--- src/rtl/aes_spi_pkg.sv ---
// Shared definitions for the AES serial-link master: state encoding,
// fixed frame lengths and the key-length helper.
package aes_spi_pkg;

   typedef enum logic [2:0] {
      IDLE,
      PAD,
      MSG,
      GAP,
      KEY,
      READ,
      DONE
   } state_t;

   localparam int MSG_LEN  = 128;
   localparam int READ_LEN = 129;

   // Key width in bits for an Nk-word key.
   function automatic int key_bits(input int nk);
      return nk * 32;
   endfunction

endpackage

--- src/rtl/spi_shift_reg.sv ---
// Parallel-load, right-shift register. Serial data enters at the MSB and
// the LSB is the serial output, so bit 0 of the loaded word leaves first.
module spi_shift_reg #(
   parameter int W = 8
) (
   input  logic         clk,
   input  logic         reset,
   input  logic         load_i,
   input  logic [W-1:0] load_val_i,
   input  logic         shift_i,
   input  logic         ser_i,
   output logic [W-1:0] q_o
);

   logic [W-1:0] sr_q, sr_d;

   // Load has priority over shift; otherwise hold.
   always_comb begin
      sr_d = sr_q;
      if (load_i)
         sr_d = load_val_i;
      else if (shift_i)
         sr_d = {ser_i, sr_q[W-1:1]};
   end

   // Register with synchronous active-low clear.
   always_ff @(posedge clk) begin
      if (!reset)
         sr_q <= '0;
      else
         sr_q <= sr_d;
   end

   assign q_o = sr_q;

endmodule

--- src/rtl/aes_spi_master.sv ---
// Sequences one AES transaction on the serial link: pad bit, 128 message
// bits, gap bit, key bits (all LSB first), then a readback window whose
// first cycle is turnaround and whose remaining 128 cycles fill the result.
module aes_spi_master
   import aes_spi_pkg::*;
#(
   parameter int Nk       = 4,
   parameter int READ_LEN = 129
) (
   input  logic                   clk,
   input  logic                   reset,
   input  logic                   start,
   input  logic [127:0]           data_in,
   input  logic [Nk*32-1:0]       key_in,
   output logic                   busy,
   output logic                   done,
   output logic [127:0]           result,
   output logic                   SIMO,
   output logic                   CSS,
   output logic                   mode,
   input  logic                   SOMI
);

   localparam int KW   = key_bits(Nk);
   localparam int CMAX = (KW > READ_LEN) ? KW : READ_LEN;
   localparam int CW   = $clog2(CMAX);

   state_t          state_q, state_d;
   logic [CW-1:0]   cnt_q, cnt_d;
   logic [127:0]    result_q, result_d;

   logic            accept;
   logic            msg_shift, key_shift, res_shift;
   logic [127:0]    msg_q;
   logic [KW-1:0]   key_q;
   logic [127:0]    res_q;

   assign accept = (state_q == IDLE) && start;

   spi_shift_reg #(.W(128)) u_msg (
      .clk        (clk),
      .reset      (reset),
      .load_i     (accept),
      .load_val_i (data_in),
      .shift_i    (msg_shift),
      .ser_i      (1'b0),
      .q_o        (msg_q)
   );

   spi_shift_reg #(.W(KW)) u_key (
      .clk        (clk),
      .reset      (reset),
      .load_i     (accept),
      .load_val_i (key_in),
      .shift_i    (key_shift),
      .ser_i      (1'b0),
      .q_o        (key_q)
   );

   spi_shift_reg #(.W(128)) u_res (
      .clk        (clk),
      .reset      (reset),
      .load_i     (accept),
      .load_val_i ('0),
      .shift_i    (res_shift),
      .ser_i      (SOMI),
      .q_o        (res_q)
   );

   // Only the serial ends of the load registers and the upper result bits
   // feed the datapath; the rest is storage.
   logic unused_sr;
   assign unused_sr = ^{msg_q[127:1], key_q[KW-1:1], res_q[0]};

   // Next-state and link outputs, decoded from the current state.
   always_comb begin
      state_d   = state_q;
      busy      = 1'b0;
      done      = 1'b0;
      CSS       = 1'b1;
      mode      = 1'b0;
      SIMO      = 1'b0;
      msg_shift = 1'b0;
      key_shift = 1'b0;
      res_shift = 1'b0;
      case (state_q)
         IDLE: begin
            if (start) state_d = PAD;
         end
         PAD: begin
            busy    = 1'b1;
            CSS     = 1'b0;
            state_d = MSG;
         end
         MSG: begin
            busy      = 1'b1;
            CSS       = 1'b0;
            SIMO      = msg_q[0];
            msg_shift = 1'b1;
            if (cnt_q == CW'(MSG_LEN - 1)) state_d = GAP;
         end
         GAP: begin
            busy    = 1'b1;
            CSS     = 1'b0;
            state_d = KEY;
         end
         KEY: begin
            busy      = 1'b1;
            CSS       = 1'b0;
            SIMO      = key_q[0];
            key_shift = 1'b1;
            if (cnt_q == CW'(KW - 1)) state_d = READ;
         end
         READ: begin
            busy      = 1'b1;
            CSS       = 1'b0;
            mode      = 1'b1;
            // Cycle 0 is turnaround; SOMI carries no data yet.
            res_shift = (cnt_q != '0);
            if (cnt_q == CW'(READ_LEN - 1)) state_d = DONE;
         end
         DONE: begin
            done    = 1'b1;
            state_d = IDLE;
         end
         default: state_d = IDLE;
      endcase
   end

   // Shared phase counter: restarts on every state change, idles at zero.
   always_comb begin
      if (state_d != state_q || state_q == IDLE || state_q == DONE)
         cnt_d = '0;
      else
         cnt_d = cnt_q + 1'b1;
   end

   // Result is captured on the edge that enters DONE, folding in the last
   // SOMI bit, so it is already valid while done is high.
   always_comb begin
      result_d = result_q;
      if (state_q == READ && cnt_q == CW'(READ_LEN - 1))
         result_d = {SOMI, res_q[127:1]};
   end

   // State, counter and result registers with synchronous active-low reset.
   always_ff @(posedge clk) begin
      if (!reset) begin
         state_q  <= IDLE;
         cnt_q    <= '0;
         result_q <= '0;
      end else begin
         state_q  <= state_d;
         cnt_q    <= cnt_d;
         result_q <= result_d;
      end
   end

   assign result = result_q;

endmodule

--- config.mk ---
export PLATFORM = sky130hd
export DESIGN_NAME = aes_spi_master
export DESIGN_NICKNAME = d
export VERILOG_FILES = /design/src/rtl/aes_spi_pkg.sv /design/src/rtl/spi_shift_reg.sv /design/src/rtl/aes_spi_master.sv
export SDC_FILE = /design/constraint.sdc
export NUM_CORES = 1
export LEC_CHECK = 0
export CAP_MARGIN = 30
export CORE_UTILIZATION = 49
export DETAILED_ROUTE_END_ITERATION = 16
export PLACE_DENSITY = 0.78
export SYNTH_ARGS = -nofsm -noshare
export SYNTH_HDL_FRONTEND = slang
export SYNTH_HIERARCHICAL = 1
export SYNTH_SLANG_ARGS = --single-unit
--- constraint.sdc ---
create_clock -name clk -period 2.39 [get_ports clk]
set_input_delay 0.478 -clock clk [delete_from_list [all_inputs] [get_ports clk]]
set_output_delay 0.478 -clock clk [all_outputs]
set_load 0.03 [all_outputs]
# Yosys cells after proc, flatten, opt, wreduce, memory -nomap -nowiden
# Index checks and enable logic that the tools add are counted.
word_totals:
  output_inout_bits: 133
  input_bits: 260
  word_cells: 45
  register_bits: 523
classes:
  bitwise: 1
  muxes: 17
  add_sub_neg: 1
  reduce_logical: 11
  eq_ne: 9
ops:
  columns: ["operator", "n"]
  rows:
  - ["128-bit 2-to-1 mux", 4]
  - ["3-bit case mux with 6 select lines", 1]
  - ["3-bit 2-to-1 mux", 4]
  - ["3-bit == test, second input constant", 3]
  - ["8-bit by 1-bit adder with 8-bit output, second input constant", 1]
  - ["8-bit by 7-bit == test with 1-bit output, second input constant", 1]
  - ["8-bit == test, second input constant", 1]
  - ["8-bit nonzero test", 1]
  - ["1-bit 2-to-1 mux", 7]
  - ["3-bit by 2-bit == test with 1-bit output, second input constant", 2]
  - ["5-bit OR reduction", 1]
  - ["2-bit nonzero test", 2]
  - ["2-bit OR reduction", 2]
  - ["3-bit by 1-bit == test with 1-bit output, second input constant", 1]
  - ["3-bit logical NOT", 1]
  - ["3-bit inequality test", 1]
  - ["1-bit logical AND", 2]
  - ["1-bit logical OR", 2]
  - ["1-bit case mux with 2 select lines", 1]
  - ["1-bit inverter", 1]

# Depth between registers and ports, before layout
depth:
  depth_word: 7
  ltp_mapped: 8
  mapped_depth_nobuf: 6

# Hierarchy
# Netlist, hierarchy kept.
by_module_without_submodules:
  columns: ["mod", "instances", "area_each_um2", "seq_area_each_um2", "cells_per_inst"]
  rows:
  - ["spi_shift_reg", 3, 6505.0, 2562.5, 568]
  - ["aes_spi_master", 1, 5449.0, 2782.7, 638]

# Least setup slack after synthesis
# Ideal clock, no wire load.
synth_path:
  kind: "register to register"
  startpoint: "register state_q[1]"
  endpoint: "register u_key.sr_q[69] (netlist: u_key/q_o[69])"
  n_path_buf: 3
  setup_ns: 0.116
  period_less_slack_ns: 2.594
  arrival_ns: 2.478
  path_stages_with_launch: 7
  slack_ns: -0.204
  required_time_ns: 2.274
  cell_sequence: "dfxtp_1 -> clkbuf_1 -> nor4b_1 -> buf_2 -> clkbuf_1 -> or2b_1 -> o211a_1"
synth_via:
  elab_chain_cells: 3
  elab_cells_between_ends: 6
  cone_classes: "eq/ne: 1; mux: 2; reduce/logical: 3"
synth_lines:
  columns: ["element", "line_no", "rtl"]
  rows:
  - ["start, declared", "aes_spi_master.sv:28", "state_t state_q, state_d;"]
  - ["start signal, assigned", "aes_spi_master.sv:153", "state_q <= state_d;"]
  - ["3-bit logical NOT *", "aes_spi_master.sv:38", "assign accept = (state_q == IDLE) && start;"]
  - ["1-bit logical AND *", "aes_spi_master.sv:38", null]
  - ["via accept", "aes_spi_master.sv:32", "logic accept;"]
  - ["128-bit 2-to-1 mux or 2-bit nonzero test (tied branches)", null, null]
  - ["end signal, assigned", "spi_shift_reg.sv:31", "sr_q <= sr_d;"]
  - ["end, declared", "spi_shift_reg.sv:15", "logic [W-1:0] sr_q, sr_d;"]
# The timed path passes the listed nets; every way through them passes the cells marked *.
# A chain may end at the register's enable or synchronous reset.

# Worst setup path after layout
layout_path:
  startpoint: "register state_q[2]"
  endpoint: "output port SIMO"
layout_via:
  elab_chain_cells: 2
  elab_cells_between_ends: 3
  cone_classes: "eq/ne: 2; mux: 1"
layout_lines:
  columns: ["element", "line_no", "rtl"]
  rows:
  - ["3-bit == test or 3-bit by 2-bit == test with 1-bit output (tied branches)", "aes_spi_master.sv:86", "case (state_q)"]
  - ["1-bit case mux with 2 select lines *", "aes_spi_master.sv:86", null]
  - ["end, declared", "aes_spi_master.sv:18", "output logic SIMO,"]
# Mark *: on every way between the ends. The rest lies on a longest branch, timed or not.

==> flow_summary_export.csv <==
group,metric,value,unit
status,status,"completed",
route,route.detailed.drc,0,
cts,insertion_delay,0.61,ns
timing,hold_slack,0.291,ns
flow_run,max-cap-violations,0,
finish,final_common_cell,"dfxtp_1",
worst_setup_path,r2r-end,"u_key/q_o[118]$_SDFFE_PN0P_",
route,via_per_inst,5.18,
worst_hold_path,min_from,"reset",
worst_setup_path,end_kind,"output port",
floorplan,fp.dieW,228,um
worst_setup_path,critPathMostFrequentCell,"buf_6",
power,powerDensity,704,nW/um2
placement,hpwlAfterDp,39.3,mm
worst_setup_path,cp_slowest_cell,"dfxtp_4",
power,total_power,22.3,mW
timing,fmax,428,MHz
worst_setup_path,crit_path_cell_trace,"buf_6 > nor3b_4 > clkbuf_16 > a22o_1 > buf_6",
power,p_leak,15.4,nW
finish,area_growth_syn_to_layout,27.3,%
cts,clk_pin_slew,0.06,ns
cts,cts_tree,"built",
grt,grt_use_met2,0.359,
timing,fin_crit,2.34,ns
timing,tns,0,ns
cts,cts_hold_buffers,0,
worst_setup_path,worstPathRequired,1.91,ns
worst_setup_path,cp.buffers_inverters,3,
placement,place_area,29700,um2
logic_synthesis,yosys_warnings,6,
grt,grt_busiest_layer,"met2",
worst_setup_path,r2r_start,"state_q[2]$_SDFF_PN0_",
floorplan,num_io_pins,393,
worst_hold_path,whs_path_depth,2,
cts,clock_sinks,522,
grt,grt_first_pass_wirelength,88.4,mm
cts,h-tree-depth,2,
worst_setup_path,cp_slowest_stage_delay,0.36,ns
grt,grt_max_degree,187,
floorplan,dieArea,51800,um2
route,drt-pass1-iter-count,5,
worst_setup_path,crit_family,"buffers and inverters",
timing,grt_setup_unrepaired,"yes",
timing,worst_slew_pin_slew,0.711,ns
timing,slew_headroom,0.526,
worst_hold_path,hp-class,"input port to flip-flop",
placement,io_buffers,392,
finish,drive_gt1_frac,0.201,
grt,grt_pass1_vias,17900,
placement,gp_congestion,0.791,
worst_setup_path,worstSetupPathType,"flip-flop to output port",
worst_setup_path,critPathMaxFanout,11,
finish,final_util,0.632,
cts,ctsRootBufferMaster,"clkbuf_16",
route,drt-total-wl,56.8,mm
cts,cts_buffers,56,
route,antenna_left,0,
worst_setup_path,regToRegSetupSlack,0.25,ns
cts,clk_path_buf_depth,3,
floorplan,core.rowCount,82,
grt,grt_overflow,0,
worst_setup_path,start_kind,"flip-flop",
grt,grt_use_met1,0.262,
finish,nets,3044,
finish,design_area,31700,um2
timing,finClkSkew,0.0157,ns
grt,grt_usage,0.209,
floorplan,start_util,0.497,
logic_synthesis,synth_area_per_cell,10.7,um2
power,ir_worst_vdd,0.469,mV
timing,finalHoldViolCount,0,
worst_setup_path,critPathArrivalTime,1.86,ns
timing,setup_viol,0,
logic_synthesis,netlist_instances,2338,
timing,maxSlewViolCount,0,
route,drt_iter0_markers,1102,
route,vias,18200,
logic_synthesis,syn-cell-area,24900,um2
worst_setup_path,ff2ff_path_depth,8,
floorplan,core_area,50200,um2
floorplan,die_y,228,um
grt,use_met3,0.0374,
route,post_drt_wl_per_cell,16.2,um
timing,fin_crit_sh,0.977,
worst_hold_path,whs_endpoint,"u_res/q_o[121]$_SDFFE_PN0P_",
grt,antenna_found_initial,6,
finish,layout_common_cells,"dfxtp_1, clkdlybuf4s50_1, mux2_2, o211a_1, nand2_1",
-- worst reg2reg max path: stages, from the launching register on --
cell	delay [ns]
dfxtp_4	0.38
inv_1	0.06
buf_4	0.15
nor3_4	0.21
buf_12	0.16
buf_4	0.19
buf_4	0.30
mux2_2	0.38
o211a_1	0.20
-- through the flow --
step / worst slack [ns] / std cells
final: 0.0549 / 3502
after detailed placement: 0.0883 / 3385
after global routing: -0.0165 / 3502
after global placement: 0.125 / 3385
after floorplan: 0.228 / 2466
after CTS: -0.142 / 3489
-- worst max path at each step --
stage / from / to / slack (ns) / cells after the start
after floorplan: state_q[1]$_SDFF_PN0_ / u_key/q_o[69]$_SDFFE_PN0P_ / 0.23 / 6
after global placement: start / u_res/q_o[42]$_SDFFE_PN0P_ / 0.12 / 7
after detailed placement: start / u_res/q_o[39]$_SDFFE_PN0P_ / 0.09 / 7
after CTS: state_q[2]$_SDFF_PN0_ / SIMO / -0.14 / 7
after global routing: state_q[2]$_SDFF_PN0_ / SIMO / -0.02 / 5
final: state_q[2]$_SDFF_PN0_ / SIMO / 0.05 / 5
-- what timing repair did --
item | CTS | global route
pin swaps | 0 | 3
setup endpoints to repair | 5 | 5
hold endpoints to repair | 0 | 0
buffers inserted | 0 | 8
cloned | 0 | 2
gates resized for setup | 15 | 10
-- registers in the layout, indices dropped and copies added (netlist names) --
signal	count
u_key/q_o	128
u_msg/q_o	128
cnt_q	8
result	128
state_q	3
u_res/q_o	127
-- power breakdown --
group / switching [mW] / internal (mW)
Sequential: 0.439 / 9.50
Clock: 3.58 / 5.25
Combinational: 1.43 / 2.14
Total: 5.45 / 16.9
-- per-layer routing --
layer	wire, um	share of wire
met5	31	0.00055
met4	1490	0.026
met3	2440	0.043
met2	28200	0.50
met1	24700	0.43
-- final cells by class --
type | count | area [um2]
flip-flops and latches | 522 | 10500
diodes | 4 | 10.0
repair buffers | 469 | 4870
clock inverters | 21 | 241
inverters | 6 | 22.5
multi-input cells | 1725 | 13600
fillers | 3949 | 18400
well taps | 672 | 841
clock buffers | 83 | 1660
(Power assumes the default switching activity.)
